--- src/rtl/nn_pkg.sv ---
// rtl/nn_pkg.sv - shared width derivation and saturating arithmetic helpers
package nn_pkg;

    localparam int NWBITS_DEF     = 16;
    localparam int COUNT_BIT1_DEF = 10;
    localparam int MAXW           = 64;

    typedef logic signed [MAXW-1:0] wide_t;

    function automatic int sum_width(input int nwbits, input int count_bit1);
        return nwbits + count_bit1;
    endfunction

    // Operands are sign-extended to MAXW, so the raw sum/difference never wraps before the clamp.
    function automatic wide_t sat_clamp(input wide_t v, input int w);
        wide_t mx;
        wide_t mn;
        mx = (wide_t'(1) <<< (w - 1)) - wide_t'(1);
        mn = -mx - wide_t'(1);
        if (v > mx)
            return mx;
        else if (v < mn)
            return mn;
        else
            return v;
    endfunction

    function automatic wide_t sat_add(input wide_t a, input wide_t b, input int w);
        return sat_clamp(a + b, w);
    endfunction

    function automatic wide_t sat_sub(input wide_t a, input wide_t b, input int w);
        return sat_clamp(a - b, w);
    endfunction

    function automatic wide_t relu(input wide_t v);
        return (v < 0) ? '0 : v;
    endfunction

endpackage

--- src/rtl/bias_regfile.sv ---
// rtl/bias_regfile.sv - per-neuron bias registers, async read, saturating subtract write
module bias_regfile
    import nn_pkg::*;
#(
    parameter int NWBITS      = 16,
    parameter int NUM_NEURONS = 10,
    parameter int IDX_BITS    = 4
) (
    input  logic                     clk,
    input  logic                     reset,
    input  logic                     clear,
    input  logic [IDX_BITS-1:0]      rd_idx,
    output logic signed [NWBITS-1:0] rd_bias,
    input  logic                     wr_en,
    input  logic [IDX_BITS-1:0]      wr_idx,
    input  logic signed [NWBITS-1:0] wr_delta
);

    logic signed [NWBITS-1:0] bias_q [NUM_NEURONS];
    logic signed [NWBITS-1:0] bias_d [NUM_NEURONS];

    always_comb begin
        rd_bias = '0;
        for (int i = 0; i < NUM_NEURONS; i++) begin
            if (rd_idx == IDX_BITS'(i))
                rd_bias = bias_q[i];
        end
    end

    // Out-of-range write indices match no entry and fall through as a no-op.
    always_comb begin
        for (int i = 0; i < NUM_NEURONS; i++) begin
            bias_d[i] = bias_q[i];
            if (clear)
                bias_d[i] = '0;
            else if (wr_en && (wr_idx == IDX_BITS'(i)))
                bias_d[i] = NWBITS'(sat_sub(wide_t'(bias_q[i]), wide_t'(wr_delta), NWBITS));
        end
    end

    always_ff @(posedge clk or posedge reset) begin
        if (reset) begin
            for (int i = 0; i < NUM_NEURONS; i++)
                bias_q[i] <= '0;
        end else begin
            for (int i = 0; i < NUM_NEURONS; i++)
                bias_q[i] <= bias_d[i];
        end
    end

endmodule

--- src/rtl/bias_relu_bank.sv ---
// rtl/bias_relu_bank.sv - layer-wide bias add, saturate and optional ReLU stage
module bias_relu_bank
    import nn_pkg::*;
#(
    parameter int  NWBITS      = NWBITS_DEF,
    parameter int  COUNT_BIT1  = COUNT_BIT1_DEF,
    parameter int  NUM_NEURONS = 10,
    parameter int  IDX_BITS    = 4,
    localparam int SW          = sum_width(NWBITS, COUNT_BIT1)
) (
    input  logic                     clk,
    input  logic                     reset,
    input  logic                     clear,
    input  logic                     relu_en,
    input  logic                     sum_valid,
    output logic                     sum_ready,
    input  logic signed [SW-1:0]     weighted_sum,
    input  logic                     upd_valid,
    input  logic [IDX_BITS-1:0]      upd_idx,
    input  logic signed [NWBITS-1:0] upd_delta,
    output logic                     out_valid,
    input  logic                     out_ready,
    output logic signed [SW-1:0]     out_data,
    output logic [IDX_BITS-1:0]      out_idx,
    output logic                     out_last,
    output logic                     end_layer,
    output logic                     busy
);

    localparam logic [IDX_BITS-1:0] LAST_IDX = IDX_BITS'(NUM_NEURONS - 1);
    localparam logic [IDX_BITS:0]   NUM_EXT  = (IDX_BITS + 1)'(NUM_NEURONS);

    logic [IDX_BITS-1:0]  idx_q, idx_d;
    logic                 out_valid_q, out_valid_d;
    logic signed [SW-1:0] out_data_q, out_data_d;
    logic [IDX_BITS-1:0]  out_idx_q, out_idx_d;
    logic                 out_last_q, out_last_d;
    logic                 end_layer_q, end_layer_d;

    logic                     accept;
    logic                     out_hs;
    logic                     upd_we;
    logic signed [NWBITS-1:0] cur_bias;

    assign sum_ready = !out_valid_q || out_ready;
    assign accept    = sum_valid && sum_ready && !clear;
    assign out_hs    = out_valid_q && out_ready;
    assign upd_we    = upd_valid && !clear && ({1'b0, upd_idx} < NUM_EXT);

    // The add reads the bias combinationally, so a same-cycle update to this neuron lands after it.
    bias_regfile #(
        .NWBITS      (NWBITS),
        .NUM_NEURONS (NUM_NEURONS),
        .IDX_BITS    (IDX_BITS)
    ) u_bias_regfile (
        .clk      (clk),
        .reset    (reset),
        .clear    (clear),
        .rd_idx   (idx_q),
        .rd_bias  (cur_bias),
        .wr_en    (upd_we),
        .wr_idx   (upd_idx),
        .wr_delta (upd_delta)
    );

    always_comb begin
        idx_d       = idx_q;
        out_valid_d = out_valid_q;
        out_data_d  = out_data_q;
        out_idx_d   = out_idx_q;
        out_last_d  = out_last_q;
        end_layer_d = out_hs && out_last_q;

        if (accept) begin
            out_valid_d = 1'b1;
            out_data_d  = relu_en
                        ? SW'(relu(sat_add(wide_t'(weighted_sum), wide_t'(cur_bias), SW)))
                        : SW'(sat_add(wide_t'(weighted_sum), wide_t'(cur_bias), SW));
            out_idx_d   = idx_q;
            out_last_d  = (idx_q == LAST_IDX);
            idx_d       = (idx_q == LAST_IDX) ? '0 : idx_q + 1'b1;
        end else if (out_hs) begin
            out_valid_d = 1'b0;
        end

        if (clear) begin
            idx_d       = '0;
            out_valid_d = 1'b0;
            out_data_d  = '0;
            out_idx_d   = '0;
            out_last_d  = 1'b0;
            end_layer_d = 1'b0;
        end
    end

    always_ff @(posedge clk or posedge reset) begin
        if (reset) begin
            idx_q       <= '0;
            out_valid_q <= 1'b0;
            out_data_q  <= '0;
            out_idx_q   <= '0;
            out_last_q  <= 1'b0;
            end_layer_q <= 1'b0;
        end else begin
            idx_q       <= idx_d;
            out_valid_q <= out_valid_d;
            out_data_q  <= out_data_d;
            out_idx_q   <= out_idx_d;
            out_last_q  <= out_last_d;
            end_layer_q <= end_layer_d;
        end
    end

    assign out_valid = out_valid_q;
    assign out_data  = out_data_q;
    assign out_idx   = out_idx_q;
    assign out_last  = out_last_q;
    assign end_layer = end_layer_q;
    assign busy      = (idx_q != '0) || out_valid_q;

endmodule
--- config.mk ---
export PLATFORM = sky130hd
export DESIGN_NAME = bias_relu_bank
export DESIGN_NICKNAME = d
export VERILOG_FILES = /design/src/rtl/nn_pkg.sv /design/src/rtl/bias_regfile.sv /design/src/rtl/bias_relu_bank.sv
export SDC_FILE = /design/constraint.sdc
export NUM_CORES = 1
export LEC_CHECK = 0
export BUFFER_PORTS_ARGS = -buffer_cell sky130_fd_sc_hd__buf_4
export CORE_ASPECT_RATIO = 2
export CORE_MARGIN = 2
export CORE_UTILIZATION = 40
export CTS_CLUSTER_DIAMETER = 200
export DETAILED_ROUTE_END_ITERATION = 10
export HOLD_SLACK_MARGIN = 0.02
export PLACE_DENSITY = 0.53
export SETUP_SLACK_MARGIN = 0.4
export SYNTH_ARGS = -nofsm -noshare
export SYNTH_HDL_FRONTEND = slang
export SYNTH_HIERARCHICAL = 1
export SYNTH_SLANG_ARGS = --single-unit
export TNS_END_PERCENT = 30
--- constraint.sdc ---
create_clock -name clk -period 5.25 [get_ports clk]
set_input_delay 0.525 -clock clk [delete_from_list [all_inputs] [get_ports clk]]
set_output_delay 0.525 -clock clk [all_outputs]
set_load 0.05 [all_outputs]
==> results.txt, run 1 <==
status -> complete, no violations
vias in the first global route -> 16900
setup bufs post-CTS -> 0
Reg-to-Reg Start -> idx_q[3]
compound-gate portion of the synthesized area -> 31.6%
ANT nets after route -> 0
top cell type's share of synthesized area -> 27.9%
largest family of logic cells by synthesized area -> compound AO/OA/AOI/OAI gates
vias per inst -> 6.38
main area contributors after synthesis -> dfrtp_1 28%, ha_1 13%, a221o_1 7.9%, xnor2_1 4.4%, a21oi_1 4.0%
Total Power -> 3.81 mW
Pleak -> 9.52 nW
crit end category -> flop
top-count cell post-synth -> dfrtp_1
buffers and inverters on the worst path -> 1
CTS tree -> yes
Placer Congestion -> 0.984
largest net degree at the start of global routing -> 84
DP HPWL -> 52800 um
Cells after Synth -> 1976
fin util -> 45.3%
post-route setup TNS -> 0 ns
Worst slew margin -> 19.6%
post-route minimum period -> 4.68 ns
flops & latches, synth -> 197
top_reg_cell synth -> dfrtp_1
arrival time at the worst endpoint -> 5.04 ns
Pwr per Cell Area -> 193 nW/um^2
sequential share of the synthesized area -> 27.9%
Setup WS pre-CTS -> 0.114 ns
Initial DRT Pass Iterations -> 6
post-synthesis adder-cell area fraction -> 14.8%
CTS Sinks -> 197
synth cell count leaders -> 197 x dfrtp_1, 189 x ha_1, 156 x nand2_1
XOR/XNOR share of the synthesized area -> 6.30%
Setup CP Type -> reg -> reg
Largest delay share family, worst path -> compound AO/OA/AOI/OAI gates
worst slew pin tran -> 1.20 ns
FF-to-FF End -> out_data[24]
routed via count -> 16700
post-route setup slack -> 0.574 ns
Max Slew Vio Count -> 0
Post-DP Area -> 19100 sq um
Synth Net Count -> 2229
area leader, netlist -> dfrtp_1
Port-buffer cells -> 87
Die X -> 153 um
sequential cell area -> 4930 sq um
Data required, critical path -> 5.61 ns
CTS max path bufs -> 2
area of the multi-input gates -> 12100 sq um
R2R depth -> 18
DRC -> 0
ANT cells -> 0
Root Driver -> clkbuf_16
Reg clk slew, reported paths -> 0.09 ns
number of library cell types mapped by synthesis -> 90
Num CTS Buffers -> 17
CP peak stage delay -> 0.52 ns
final-report hold violation count -> 0
CP max FO -> 13
post-synthesis mux area share -> 0.843%
die area -> 45900 sq um
global-route wire length before repair -> 102000 um
clk_lat worst skew -> 0.48 ns
Clock Skew -> 0.0116 ns
area growth from synthesis to layout -> 11.7%
max cap viols -> 0
Total Nets Final -> 2315
mean post-synth cell area -> 8.93 sq um
Initial Utilization -> 40.6%
total gr overflow -> 0
endpoints failing setup -> 0
Total GRT Usage -> 29.2%
WL per Instance -> 25.7 um
core outline area -> 43500 sq um
Async SR Flop Fraction -> 100%
row count -> 108
Top-Level Pins -> 88
initial antenna violation count -> 0
number of enable flip-flop cells after synthesis -> 0
Post-Route WL -> 67500 um
H-tree levels -> 4
Critical Path, Cell by Cell -> nand2b_1, or2_2, o21ai_0, a221oi_1, a31oi_1, a211oi_1, a21oi_1, a21o_1, inv_1, fa_1, nor2b_1, o2111a_1, nor2_1, a211o_1, nor4b_1, o32ai_1, xnor2_1, a221o_1
Post-Syn Area -> 17700 sq um
number of synthesis warnings -> 6
layout cells sized above 1 -> 10.7%
1st-iter DRT viols -> 1022
Layout fillers -> 4322
Final period util -> 89.1%
max frequency -> 214 MHz
worst reg-to-reg setup slack -> 0.57 ns
worst min path class -> in -> async
RSZ-0062 raised after global routing -> true
Post-Synth Simple-Gate Area -> 15.0%
CP startpoint kind -> flop
Worst VDD drop -> 0.000224 V
height of the die -> 301 um
crit path max-delay cell type -> dfrtp_1
Final Cell Area -> 19700 sq um
==> power breakdown <==
group          internal, mW  total [mW]  switching [mW]
logic                 0.271       0.764           0.493
registers              1.54        1.57          0.0320
clock network         0.779        1.47           0.695
total                  2.59        3.81            1.22
==> repair_timing <==
item / CTS / global route
setup endpoints to repair: 23 / 25
hold buffers: 0 / 0
gates resized for setup: 2 / 4
==> layer usage <==
layer | global-route usage [%] | vias up | part of all wire [%]
met1 | 29.8 | 8273 | 35
met3 | 3.15 | 185 | 3.7
li1 | - | 7781 | -
met2 | 53.9 | 507 | 52
met4 | 23.3 | 0 | 9.2
met5 | 0 | - | 0
==> layout by cell type (no fill, tap or decap), types with 12 or more instances in the layout <==
cell type	count
dfrtp_1	195
ha_1	189
nand3_1	48
nand2b_1	34
buf_4	135
o21a_1	45
nor2b_1	42
inv_1	78
xnor2_1	89
o21ai_1	16
a222oi_1	12
o21ai_0	102
a21o_1	56
a31oi_1	18
a21oi_1	141
o21bai_1	15
o211ai_1	23
and3_1	19
a22oi_1	29
nor2_1	124
a22o_1	26
clkbuf_16	17
a221o_1	139
nand4_1	19
nand2_1	156
xor2_1	38
nor3_1	25
a211oi_1	16
==> flip-flops by register name, summed over array words and instances, names as in the netlist <==
signal                 count
out_data                  26
out_idx                    4
end_layer                  1
out_valid                  1
idx_q                      4
out_last                   1
u_bias_regfile/bias_q    160
==> worst max-delay path by stage <==
stage | end | start | slack, ns | cells after the start
finish | out_data[24] | idx_q[3] | 0.57 | 18
global route | out_data[3] | idx_q[2] | 0.40 | 13
detailed placement | out_data[23] | idx_q[1] | 0.11 | 16
CTS | out_data[24] | idx_q[0] | 0.41 | 18
global placement | out_data[21] | idx_q[1] | 0.28 | 16
floorplan | u_bias_regfile/bias_q[0] | reset | 0.41 | 1
==> cells by family (layout without fill, tap and decap cells) <==
group	Yosys count	after routing
flops	197	197
compound gates	753	753
buf+inv	148	247
mux	12	12
xor+xnor	127	127
simple gates	537	537
fa+ha+maj	202	202
==> area by class of cell <==
| type | instances | share of cell area, % |
|---|---|---|
| inverter | 79 | 1.53 |
| timing repair buffer | 136 | 5.24 |
| clock inverter | 14 | 0.946 |
| clock buffer | 18 | 2.23 |
| multi-input combinational | 1631 | 61.5 |
| tap | 550 | 3.49 |
| sequential | 197 | 25.0 |
==> per-stage QoR <==
stage	hold slack [ns]	cells
final	0.165	2625
after global routing	0.236	2625
after CTS	0.202	2625
after detailed placement	0.477	2593
after global placement	0.474	2593
after floorplan	0.466	1976
Power figures use the tool's default switching activity.
==> run 2, diff against run 1 <==
- SYNTH_HIERARCHICAL: 1 -> unset
==> results.txt, run 2 <==
endpoints failing setup -> 0 (unchanged)
max cap viols -> 0 (unchanged)
Root Driver -> clkbuf_16 (unchanged)
most frequent cells in the layout -> 195 x dfrtp_1, 188 x ha_1, 177 x nand2_1 (was 195 x dfrtp_1, 189 x ha_1, 156 x nand2_1)
R2R depth -> 14 (was 18)
CTS Hold Bufs -> 0 (unchanged)
CP peak stage delay -> 0.70 ns (was 0.52 ns)
number of synthesis warnings -> 0 (was 6)
sequential cell area -> 4930 sq um (unchanged)
number of library cell types mapped by synthesis -> 103 (was 90)
ANT nets after route -> 0 (unchanged)
Critical Path, Cell by Cell -> nand2b_1, nor3_1, buf_4, a222oi_1, nand4_1, ha_1, and3_1, and3_1, nor2b_4, o211ai_4, a2111oi_4, nor3_4, buf_6, o311ai_1 (was nand2b_1, or2_2, o21ai_0, a221oi_1, a31oi_1, a211oi_1, a21oi_1, a21o_1, inv_1, fa_1, nor2b_1, o2111a_1, nor2_1, a211o_1, nor4b_1, o32ai_1, xnor2_1, a221o_1)
Layout fillers -> 4472 (was 4322)
Worst VDD drop -> 0.000191 V (was 0.000224 V)
CP max FO -> 25 (was 13)
Port-buffer cells -> 87 (unchanged)
max frequency -> 219 MHz (was 214 MHz)
Setup CP Type -> reg -> reg (unchanged)
area leader, netlist -> dfrtp_1 (unchanged)
Pleak -> 9.76 nW (was 9.52 nW)
top cell type's share of synthesized area -> 27.3% (was 27.9%)
row count -> 110 (was 108)
Pwr per Cell Area -> 205 nW/um^2 (was 193 nW/um^2)
global-route wire length before repair -> 103000 um (was 102000 um)
top_reg_cell synth -> dfrtp_1 (unchanged)
buffers and inverters on the worst path -> 2 (was 1)
Largest register FFs -> 160 (unchanged)
post-route setup TNS -> 0 ns (unchanged)
Async SR Flop Fraction -> 100% (unchanged)
Largest delay share family, worst path -> simple AND/OR/NAND/NOR gates (was compound AO/OA/AOI/OAI gates)
synth cell count leaders -> 197 x dfrtp_1, 188 x ha_1, 177 x nand2_1 (was 197 x dfrtp_1, 189 x ha_1, 156 x nand2_1)
final-report hold violation count -> 0 (unchanged)
Cells after Synth -> 2044 (was 1976)
Final Cell Area -> 20100 sq um (was 19700 sq um)
ANT cells -> 0 (unchanged)
Top-Level Pins -> 88 (unchanged)
Crit path top cell by count -> and3_1
Final period util -> 86.9% (was 89.1%)
register with the most flip-flops -> u_bias_regfile.bias_q (was u_bias_regfile/bias_q)
die area -> 47000 sq um (was 45900 sq um)
CTS max path bufs -> 2 (unchanged)
CP startpoint kind -> flop (unchanged)
arrival time at the worst endpoint -> 4.95 ns (was 5.04 ns)
Data required, critical path -> 5.63 ns (was 5.61 ns)
Initial DRT Pass Iterations -> 8 (was 6)
Levels on crit path -> 14 (was 18)
worst slew pin tran -> 1.24 ns (was 1.20 ns)
crit path max-delay cell type -> ha_1 (was dfrtp_1)
WL per Instance -> 25.5 um (was 25.7 um)
top-count cell post-synth -> dfrtp_1 (unchanged)
post-route minimum period -> 4.56 ns (was 4.68 ns)
Reg-to-Reg Start -> idx_q[2] (was idx_q[3])
initial antenna violation count -> 0 (unchanged)
Total Nets Final -> 2379 (was 2315)
largest net degree at the start of global routing -> 112 (was 84)
crit end category -> flop (unchanged)
status -> complete, no violations (unchanged)
area of the multi-input gates -> 12500 sq um (was 12100 sq um)
worst min path class -> in -> async (unchanged)
Reg clk slew, reported paths -> 0.08 ns (was 0.09 ns)
H-tree levels -> 4 (unchanged)
most common cell after layout, fill and taps aside -> dfrtp_1 (unchanged)
height of the die -> 305 um (was 301 um)
DP HPWL -> 54000 um (was 52800 um)
Synth Net Count -> 2296 (was 2229)
CTS Sinks -> 197 (unchanged)
number of enable flip-flop cells after synthesis -> 0 (unchanged)
1st-iter DRT viols -> 1123 (was 1022)
Die X -> 154 um (was 153 um)
Crit. Startpoint -> idx_q[2] (was idx_q[3])
RSZ-0062 raised after global routing -> false (was true)
Post-Route WL -> 68800 um (was 67500 um)
fin util -> 44.9% (was 45.3%)
sequential share of the synthesized area -> 27.3% (was 27.9%)
vias in the first global route -> 17500 (was 16900)
routed via count -> 17000 (was 16700)
Num CTS Buffers -> 17 (unchanged)
Post-DP Area -> 19500 sq um (was 19100 sq um)
layout cells sized above 1 -> 11.3% (was 10.7%)
Clock Skew -> 0.0125 ns (was 0.0116 ns)
Initial Utilization -> 40.3% (was 40.6%)
total gr overflow -> 0 (unchanged)
vias per inst -> 6.30 (was 6.38)
main area contributors after synthesis -> dfrtp_1 27%, ha_1 13%, a221o_1 4.7%, xnor2_1 4.4%, a21oi_1 4.3% (was dfrtp_1 28%, ha_1 13%, a221o_1 7.9%, xnor2_1 4.4%, a21oi_1 4.0%)
hold slack -> 0.139 ns (was 0.165 ns)
CTS tree -> yes (unchanged)
Max Slew Vio Count -> 0 (unchanged)
core outline area -> 44900 sq um (was 43500 sq um)
Post-Syn Area -> 18100 sq um (was 17700 sq um)
area growth from synthesis to layout -> 11.4% (was 11.7%)
Total GRT Usage -> 29.1% (was 29.2%)
flops & latches, synth -> 197 (unchanged)
Placer Congestion -> 0.932 (was 0.984)
Worst slew margin -> 16.7% (was 19.6%)
clk_lat worst skew -> 0.49 ns (was 0.48 ns)
DRC -> 0 (unchanged)
mean post-synth cell area -> 8.84 sq um (was 8.93 sq um)
## run 2: cell count changes after synthesis, moves of 10 or more
cell      delta
a221o_1     -55
a21oi_1     +12
nor2b_1     -13
a22oi_1     -19
o211ai_2    +17
nand2_1     +21
nand3_1     -11
mux2i_1     +14
o211ai_1    +20
a21o_1      +19
nor3_1      +24
o21a_1      -10
## run 2: through the flow
step	std cells	power, mW	worst slack [ns]
floorplan	2044	2.34	1.08
global placement	2665	2.66	0.367
detailed placement	2665	2.67	0.309
CTS	2697	4.13	0.419
global route	2700	4.28	0.396
finish	2700	4.12	0.687
## run 2: final timing paths
path / end / slack, ns
min in group clk: out_valid / 0.28
worst min-delay path: u_bias_regfile.bias_q[24] / 0.14
max in group asynchronous: u_bias_regfile.bias_q[109] / 3.98
worst max register to register: out_data[17] / 0.69
worst min register to register: out_data[0] / 0.49
worst max-delay path: out_data[17] / 0.69
## run 2: power by group
part / switching, mW / leakage (nW) / total, mW / internal [mW]
combinational: 0.654 / 6.75 / 1.03 / 0.376
sequential: 0.0573 / 2.72 / 1.62 / 1.56
clock: 0.682 / 0.294 / 1.47 / 0.787
## run 2: final cells by class
class,count,area share (%)
Clock buffer,20,2.32
Clock inverter,12,0.758
Inverter,83,1.57
Multi-Input combinational cell,1695,62.3
Sequential cell,197,24.5
Tap cell,560,3.48
Timing Repair Buffer,133,5.09
## run 2: kinds of logic (layout without fill, tap and decap cells)
logic type,after synthesis,in the layout,synth area share [%]
flops,197,197,27.3
xor+xnor,132,132,6.44
simple gates,579,579,15.8
compound gates,754,754,31.0
fa+ha+maj,207,207,14.7
mux,23,23,1.35
buf+inv,152,248,3.50
## run 2: repair_timing
action	CTS	global route
gates resized for setup	1	14
buffers inserted	0	3
pin swaps	0	3
setup endpoints to repair	25	26
## run 2: worst min-delay path, stage by stage
cell	delay, ns
buf_4	0.12
clkinvlp_4	0.07
buf_12	0.37
## run 2: per-layer routing
metal / share of wire, % / track usage, % / vias up
met5: 0 / 0 / -
met4: 8.4 / 20.7 / 0
met3: 3.6 / 3.51 / 196
met2: 53 / 55.3 / 506
met1: 35 / 28.8 / 8394
li1: - / - / 7918
